## src/rtl/pcie_to_ctrl_mc.sv

```systemverilog
// Power-management turn-off handshake: tracks outstanding completions per channel
// and acknowledges PME_Turn_Off once they drain or a drain timeout expires.
module pcie_to_ctrl_mc #(
    parameter int G_CH_COUNT   = 4,
    parameter int G_PEND_W     = 4,
    parameter int G_TMO_CYCLES = 1024
) (
    input  logic                  clk,
    input  logic                  rst,
    input  logic [G_CH_COUNT-1:0] req_compl_i,
    input  logic [G_CH_COUNT-1:0] compl_done_i,
    input  logic                  cfg_to_turnoff_n_i,
    output logic                  cfg_turnoff_ok_n_o,
    output logic                  req_block_o,
    output logic                  pend_any_o,
    output logic [G_CH_COUNT-1:0] pend_ovf_o,
    output logic                  tmo_o,
    output logic [1:0]            state_o
);

    typedef enum logic [1:0] {
        ST_IDLE  = 2'b00,
        ST_DRAIN = 2'b01,
        ST_ACK   = 2'b10
    } state_t;

    localparam int TMO_W = (G_TMO_CYCLES > 1) ? $clog2(G_TMO_CYCLES) : 1;
    localparam logic [TMO_W-1:0] TMO_LAST =
        (G_TMO_CYCLES > 0) ? TMO_W'(G_TMO_CYCLES - 1) : '0;
    localparam logic [G_PEND_W-1:0] CNT_MAX = '1;

    state_t                state_q, state_d;
    logic [TMO_W-1:0]      tmo_cnt_q;
    logic                  tmo_q;
    logic                  tmo_hit;
    logic                  set_tmo;
    logic [G_PEND_W-1:0]   cnt_q [G_CH_COUNT];
    logic [G_CH_COUNT-1:0] ovf_q;

    // NOTE: the counter array is reset explicitly; pending state must read zero after rst.
    always_ff @(posedge clk) begin
        if (rst) begin
            for (int i = 0; i < G_CH_COUNT; i++) cnt_q[i] <= '0;
            ovf_q <= '0;
        end else begin
            for (int i = 0; i < G_CH_COUNT; i++) begin
                if (req_compl_i[i] && !compl_done_i[i]) begin
                    if (cnt_q[i] == CNT_MAX) ovf_q[i] <= 1'b1;
                    else                     cnt_q[i] <= cnt_q[i] + G_PEND_W'(1);
                end else if (!req_compl_i[i] && compl_done_i[i] && cnt_q[i] != '0) begin
                    cnt_q[i] <= cnt_q[i] - G_PEND_W'(1);
                end
            end
        end
    end

    always_comb begin
        pend_any_o = 1'b0;
        for (int i = 0; i < G_CH_COUNT; i++) pend_any_o = pend_any_o | (cnt_q[i] != '0);
    end

    assign tmo_hit = (G_TMO_CYCLES != 0) && (tmo_cnt_q == TMO_LAST);

    // Release of turn-off beats drain completion, which beats timeout.
    always_comb begin
        state_d = state_q;
        set_tmo = 1'b0;
        case (state_q)
            ST_IDLE:  if (!cfg_to_turnoff_n_i) state_d = ST_DRAIN;
            ST_DRAIN: begin
                if (cfg_to_turnoff_n_i) state_d = ST_IDLE;
                else if (!pend_any_o)   state_d = ST_ACK;
                else if (tmo_hit) begin
                    state_d = ST_ACK;
                    set_tmo = 1'b1;
                end
            end
            ST_ACK:   if (cfg_to_turnoff_n_i) state_d = ST_IDLE;
            default:  state_d = ST_IDLE;
        endcase
    end

    // NOTE: sequential state uses non-blocking assignments so every register sees pre-edge values.
    always_ff @(posedge clk) begin
        if (rst) begin
            state_q   <= ST_IDLE;
            tmo_cnt_q <= '0;
            tmo_q     <= 1'b0;
        end else begin
            state_q   <= state_d;
            tmo_cnt_q <= (state_q == ST_DRAIN) ? tmo_cnt_q + TMO_W'(1) : '0;
            if (set_tmo) tmo_q <= 1'b1;
        end
    end

    assign cfg_turnoff_ok_n_o = (state_q != ST_ACK);
    assign req_block_o        = (state_q == ST_DRAIN) || (state_q == ST_ACK);
    assign pend_ovf_o         = ovf_q;
    assign tmo_o              = tmo_q;
    assign state_o            = state_q;

endmodule

```

## config.mk

```make
export PLATFORM = sky130hd
export DESIGN_NAME = pcie_to_ctrl_mc
export DESIGN_NICKNAME = d
export VERILOG_FILES = /design/src/rtl/pcie_to_ctrl_mc.sv
export SDC_FILE = /design/constraint.sdc
export NUM_CORES = 1
export LEC_CHECK = 0
export ABC_CLOCK_PERIOD_IN_PS = 2900
export CORE_ASPECT_RATIO = 0.9
export CORE_MARGIN = 5
export CORE_UTILIZATION = 40
export CTS_BUF_LIST = sky130_fd_sc_hd__clkbuf_16
export DETAILED_ROUTE_END_ITERATION = 6
export GPL_ROUTABILITY_DRIVEN = 0
export HOLD_SLACK_MARGIN = 0.08
export PLACE_DENSITY_LB_ADDON = 0.25
export RECOVER_POWER = 100
export SLEW_MARGIN = 0
export SYNTH_ARGS = -nofsm -noshare
export SYNTH_HDL_FRONTEND = slang
export SYNTH_SLANG_ARGS = --single-unit
export TNS_END_PERCENT = 100
```

## constraint.sdc

```tcl
create_clock -name clk -period 2.9 [get_ports clk]
set_input_delay 0.87 -clock clk [delete_from_list [all_inputs] [get_ports clk]]
set_output_delay 0.87 -clock clk [all_outputs]
set_load 0.005 [all_outputs]
```

# Word-level counts from Yosys, hierarchy flattened
# Memory sizes are Yosys's and may differ from the RTL's.
# Index checks and enable logic that the tools add are counted.
# classes
reduce_logical	32
addsub	9
n_eq_ne	11
mux	52
bitwise	12
# ops
op	count
$mux W1	38
$mux W4	8
$add A4 B1 Y4 const B	4
$eq A4 B4 Y1 const B	4
$reduce_bool A4 Y1	4
$sub A4 B1 Y4 const B	4
$logic_and A1 B1 Y1	12
$or A1 B1 Y1	11
$add A10 B1 Y10 const B	1
$eq A10 B10 Y1 const B	1
$mux W2	5
$logic_not A1 Y1	8
$reduce_and A2 Y1	4
$ne A2 B2 Y1 const B	3
$pmux W2 S3	1
$ne A4 B4 Y1 const B	1
$reduce_and A3 Y1	1
$eq A2 B1 Y1 const B	1
$eq A2 B2 Y1 const B	1
$logic_not A2 Y1	1
$reduce_or A2 Y1	1
$logic_or A1 B1 Y1	1
$not A1 Y1	1
# totals
wordCells	124
ramBits	16
memories	1
register_bits	17
# mem_list
memory	words	width	rd	rd_clocked_by_memory_dff	wr	line	source
cnt_q	4	4	4	0	4	37	logic [G_PEND_W-1:0] cnt_q [G_CH_COUNT];

# Logic depth before layout (Yosys ltp)
# depth
ltp_word	8
ltp_mapped	9
depth_no_buf	9

# Worst setup path after synthesis
# OpenSTA, ideal clock, no wires.
# synth_path
kind	input port to flip-flop
start	input req_compl_i[2]
end	memory cnt_q[2][3], data pin
setup_time_ps	260
path_slack_ps	158
cell_stages	7
path_buffers	0
t_arrival_ps	2482
required_time_ps	2640
cell_sequence	or3b_1 > nor2_1 > ha_1 > a21o_1 > a21oi_1 > xnor2_1 > mux2_2
# synth_rtl
item	line	source
from (decl)	10	input logic [G_CH_COUNT-1:0] req_compl_i,
to (decl)	37	

==> results.py <==
metrics = {
    "routing": {
        "num_vias": 1488,
        "wl_mm": 3.727,
        "drtIter0Drc": 21,
        "viasPerCell": 4.895,
        "ant_nets": 0,
        "drt_pass1_iterations": 4,
        "post_drt_wl_per_cell_um": 12.26,
        "route.detailed.drc": 0,
    },
    "yosys": {
        "synth_area_um2": 1968,
        "yosys.area_share.xor_xnor": 0.06230,
        "yosys.cell_types.count": 45,
        "synthTopCellsByArea": "edfxtp_1 24%, dfxtp_1 17%, ha_1 8.3%",
        "synth.top_cell.area_share": 0.2441,
        "avgSynthCellArea_um2": 9.940,
        "synth-simple-area-share": 0.2428,
        "synthCells": 198,
        "yosys_warnings": 0,
        "yosys.area_share.adder": 0.1132,
        "yosys_most_used_dff": "dfxtp_1",
        "syn-num-nets": 225,
        "yosysSeqAreaShare": 0.4170,
        "synth_top_family_by_area": "simple AND/OR/NAND/NOR gates",
        "async_reset_ff_frac": 0,
        "synth_edf_count": 16,
        "synth.mux.area_fraction": 0.02670,
        "synth_top_area_cell": "edfxtp_1",
        "synth-seq-cells": 33,
        "synth_compound_area_frac": 0.09663,
    },
    "worst_setup_path": {
        "worstPathRequired_ns": 2.92,
        "critPathSlowestCell": "clkdlybuf4s50_1",
        "crit_path_cell_trace": "clkdlybuf4s50_1 -> or3b_4 -> nor2_4 -> ha_1 -> a21o_1 -> a21oi_2 -> xnor2_1 -> mux2_2",
        "critical_path.max_fanout": 2,
        "critPathMaxStageDelay_ns": 0.47,
        "worstSetupEndpointType": "flop",
        "startpoint_type": "primary input",
        "crit_type": "primary input to flop",
        "critPathBufInv": 1,
        "cp.arrival_ns": 2.86,
        "cpLargestDelayFamily": "simple AND/OR/NAND/NOR gates",
    },
    "global_routing": {
        "grt_max_degree": 11,
        "track_usage": 0.1199,
        "grt_pass1_vias": 1446,
        "grt_overflow": 0,
        "antenna_found_initial": 0,
        "grt_pass1_wl_mm": 6.258,
    },
    "cts": {
        "root_buffer": "clkbuf_16",
        "clockBufferDepth": 2,
        "h-tree-depth": 2,
        "cts_inserted_buffers": 5,
        "cts.sinks": 33,
        "clkTransAtPathRegs_ns": 0.05,
        "cts_tree": "done",
        "clock_latency_ns": 0.27,
        "cts-hold-fix-buffers": 0,
    },
    "place": {
        "place_ws_ns": -0.3121,
        "placed_area_um2": 2341,
        "dp_hpwl_mm": 2.815,
        "port_buffers": 20,
    },
    "job": {
        "max-cap-violations": 0,
    },
    "cells_and_area": {
        "antenna_cells": 0,
        "seq_area_um2": 820.8,
        "num-nets-final": 265,
        "fillCellCount": 452,
        "multiInputGateArea_um2": 1136,
        "syn_to_final_growth_pct": 30.90,
        "drive_gt1_frac": 0.2008,
        "final_cell_area_um2": 2576,
    },
    "die": {
        "io_pins": 21,
        "dieWidth_um": 83.94,
        "start_util": 0.4096,
        "die_h_um": 76.55,
        "coreArea_um2": 4805,
        "num_rows": 24,
        "dieArea_um2": 6425,
    },
    "timing": {
        "finalCriticalPeriod_ns": 2.837,
        "maxSlewHeadroom": 0.6836,
        "worstMarginPinSlew_ns": 0.4709,
        "fin_hold_ws_ns": 0.4378,
        "finalCritPeriodShare": 0.9784,
        "setup_viol": 0,
        "drv_slew": 0,
        "fin_skew_ns": 0.006104,
        "hold_violations": 0,
        "setup_ws_ns": 0.06265,
        "fmax_ghz": 0.3524,
        "rsz0062_at_grt": "yes",
    },
    "run_status": {
        "status": "finished, final reports clean",
    },
    "pwr": {
        "p_leak_nw": 1.060,
        "power.density_nw_per_um2": 500.9,
        "peakVddDrop_v": 0.0002466,
    },
    "min_path": {
        "worstHoldPathType": "flop to flop",
    },
}
flip-flops by register name (all words and copies together), names as in the netlist:
name	flops
cnt_q	16
pend_ovf_o	4
state_o	2
tmo_cnt_q	10
tmo_o	1
layout make-up:
cell class                 instances  area share
multi-input combinational        144      0.4410
sequential                        33      0.3186
timing repair buffer              36      0.1287
clock buffer                       5     0.04857
tap                               65     0.03157
inverter                          18     0.02623
clock inverter                     3    0.005342
timing repair:
item / CTS / global route
pin swaps: 0 / 7
buffers inserted: 0 / 2
endpoints found under the hold margin: 0 / 0
setup endpoints to repair: 3 / 4
resized for setup: 4 / 14
gates cloned: 0 / 0
layout by cell type (no fill, tap or decap), types with 4 or more instances in the layout:
cell	netlist	routed
xor2_1	8	8
a21oi_1	7	4
clkdlybuf4s50_1	0	17
xnor2_1	6	6
nand2_1	14	14
a21o_1	6	6
ha_1	13	12
nor2_1	31	29
clkbuf_16	0	5
dfxtp_1	17	17
inv_1	18	19
buf_4	0	15
edfxtp_1	16	16
nand2b_1	5	5
worst paths after layout:
path / startpoint / end / slack (ns) / depth (start not counted)
min reg2reg: tmo_cnt_q[0] / tmo_cnt_q[0] / 0.44 / 1
min: tmo_cnt_q[0] / tmo_cnt_q[0] / 0.44 / 1
max: compl_done_i[2] / cnt_q[2][3] / 0.06 / 8
max reg2reg: cnt_q[0][1] / cnt_q[0][3] / 0.48 / 8
through the flow:
step,TNS (ns),total power [mW],util,std cells
6_report,0,1.290,0.5362,304
5_1_grt,-0.004517,1.356,0.5362,304
4_1_cts,0,1.287,0.5193,302
3_5_place_dp,-0.9135,0.7808,0.4872,294
3_3_place_gp,-0.7877,0.7778,0.4872,294
2_1_floorplan,0,0.6955,-,198
worst reg2reg max path, cell delays in order (launching register included):
cell,delay (ns)
edfxtp_1,0.50
nor4_4,0.36
or3b_4,0.20
nor2_4,0.05
buf_6,0.13
ha_1,0.29
a21oi_2,0.16
xnor2_1,0.14
mux2_2,0.34
cell families after synthesis:
| logic type | after synthesis |
|---|---|
| buf+inv | 21 |
| mux | 5 |
| flops | 33 |
| simple gates | 83 |
| xor+xnor | 14 |
| compound gates | 26 |
| fa+ha+maj | 16 |
routing by layer:
layer | GRT usage | wire length (um) | vias up
met4 | 0.04341 | 44 | 0
met1 | 0.1486 | 1720 | 684
li1 | - | - | 772
met3 | 0.03459 | 161 | 4
met2 | 0.1979 | 1801 | 28
met5 | 0 | 0 | -
cells in the mapped netlist, drive strengths merged, types with 2 or more instances:
library cell / number
mux2i: 3
a221oi: 2
xor2: 8
fa: 3
nand2: 14
nand4: 3
nor3b: 2
nor3: 4
nand2b: 5
edfxtp: 16
xnor2: 6
o31ai: 3
inv: 18
or3b: 3
nand3b: 3
ha: 13
nor2: 31
and3: 4
mux2: 2
nor4: 4
nand3: 3
dfxtp: 17
and4: 3
nor2b: 2
a21oi: 7
a21o: 6
buf: 2
o21ai: 2
power by group:
part / total, mW / internal, mW / switching [mW] / leakage [nW]
logic: 0.231 / 0.122 / 0.109 / 0.679
clock network: 0.492 / 0.311 / 0.181 / 0.0748
registers: 0.567 / 0.527 / 0.0404 / 0.307
total: 1.29 / 0.960 / 0.331 / 1.06
No activity file was read; power rests on OpenSTA's default activity.
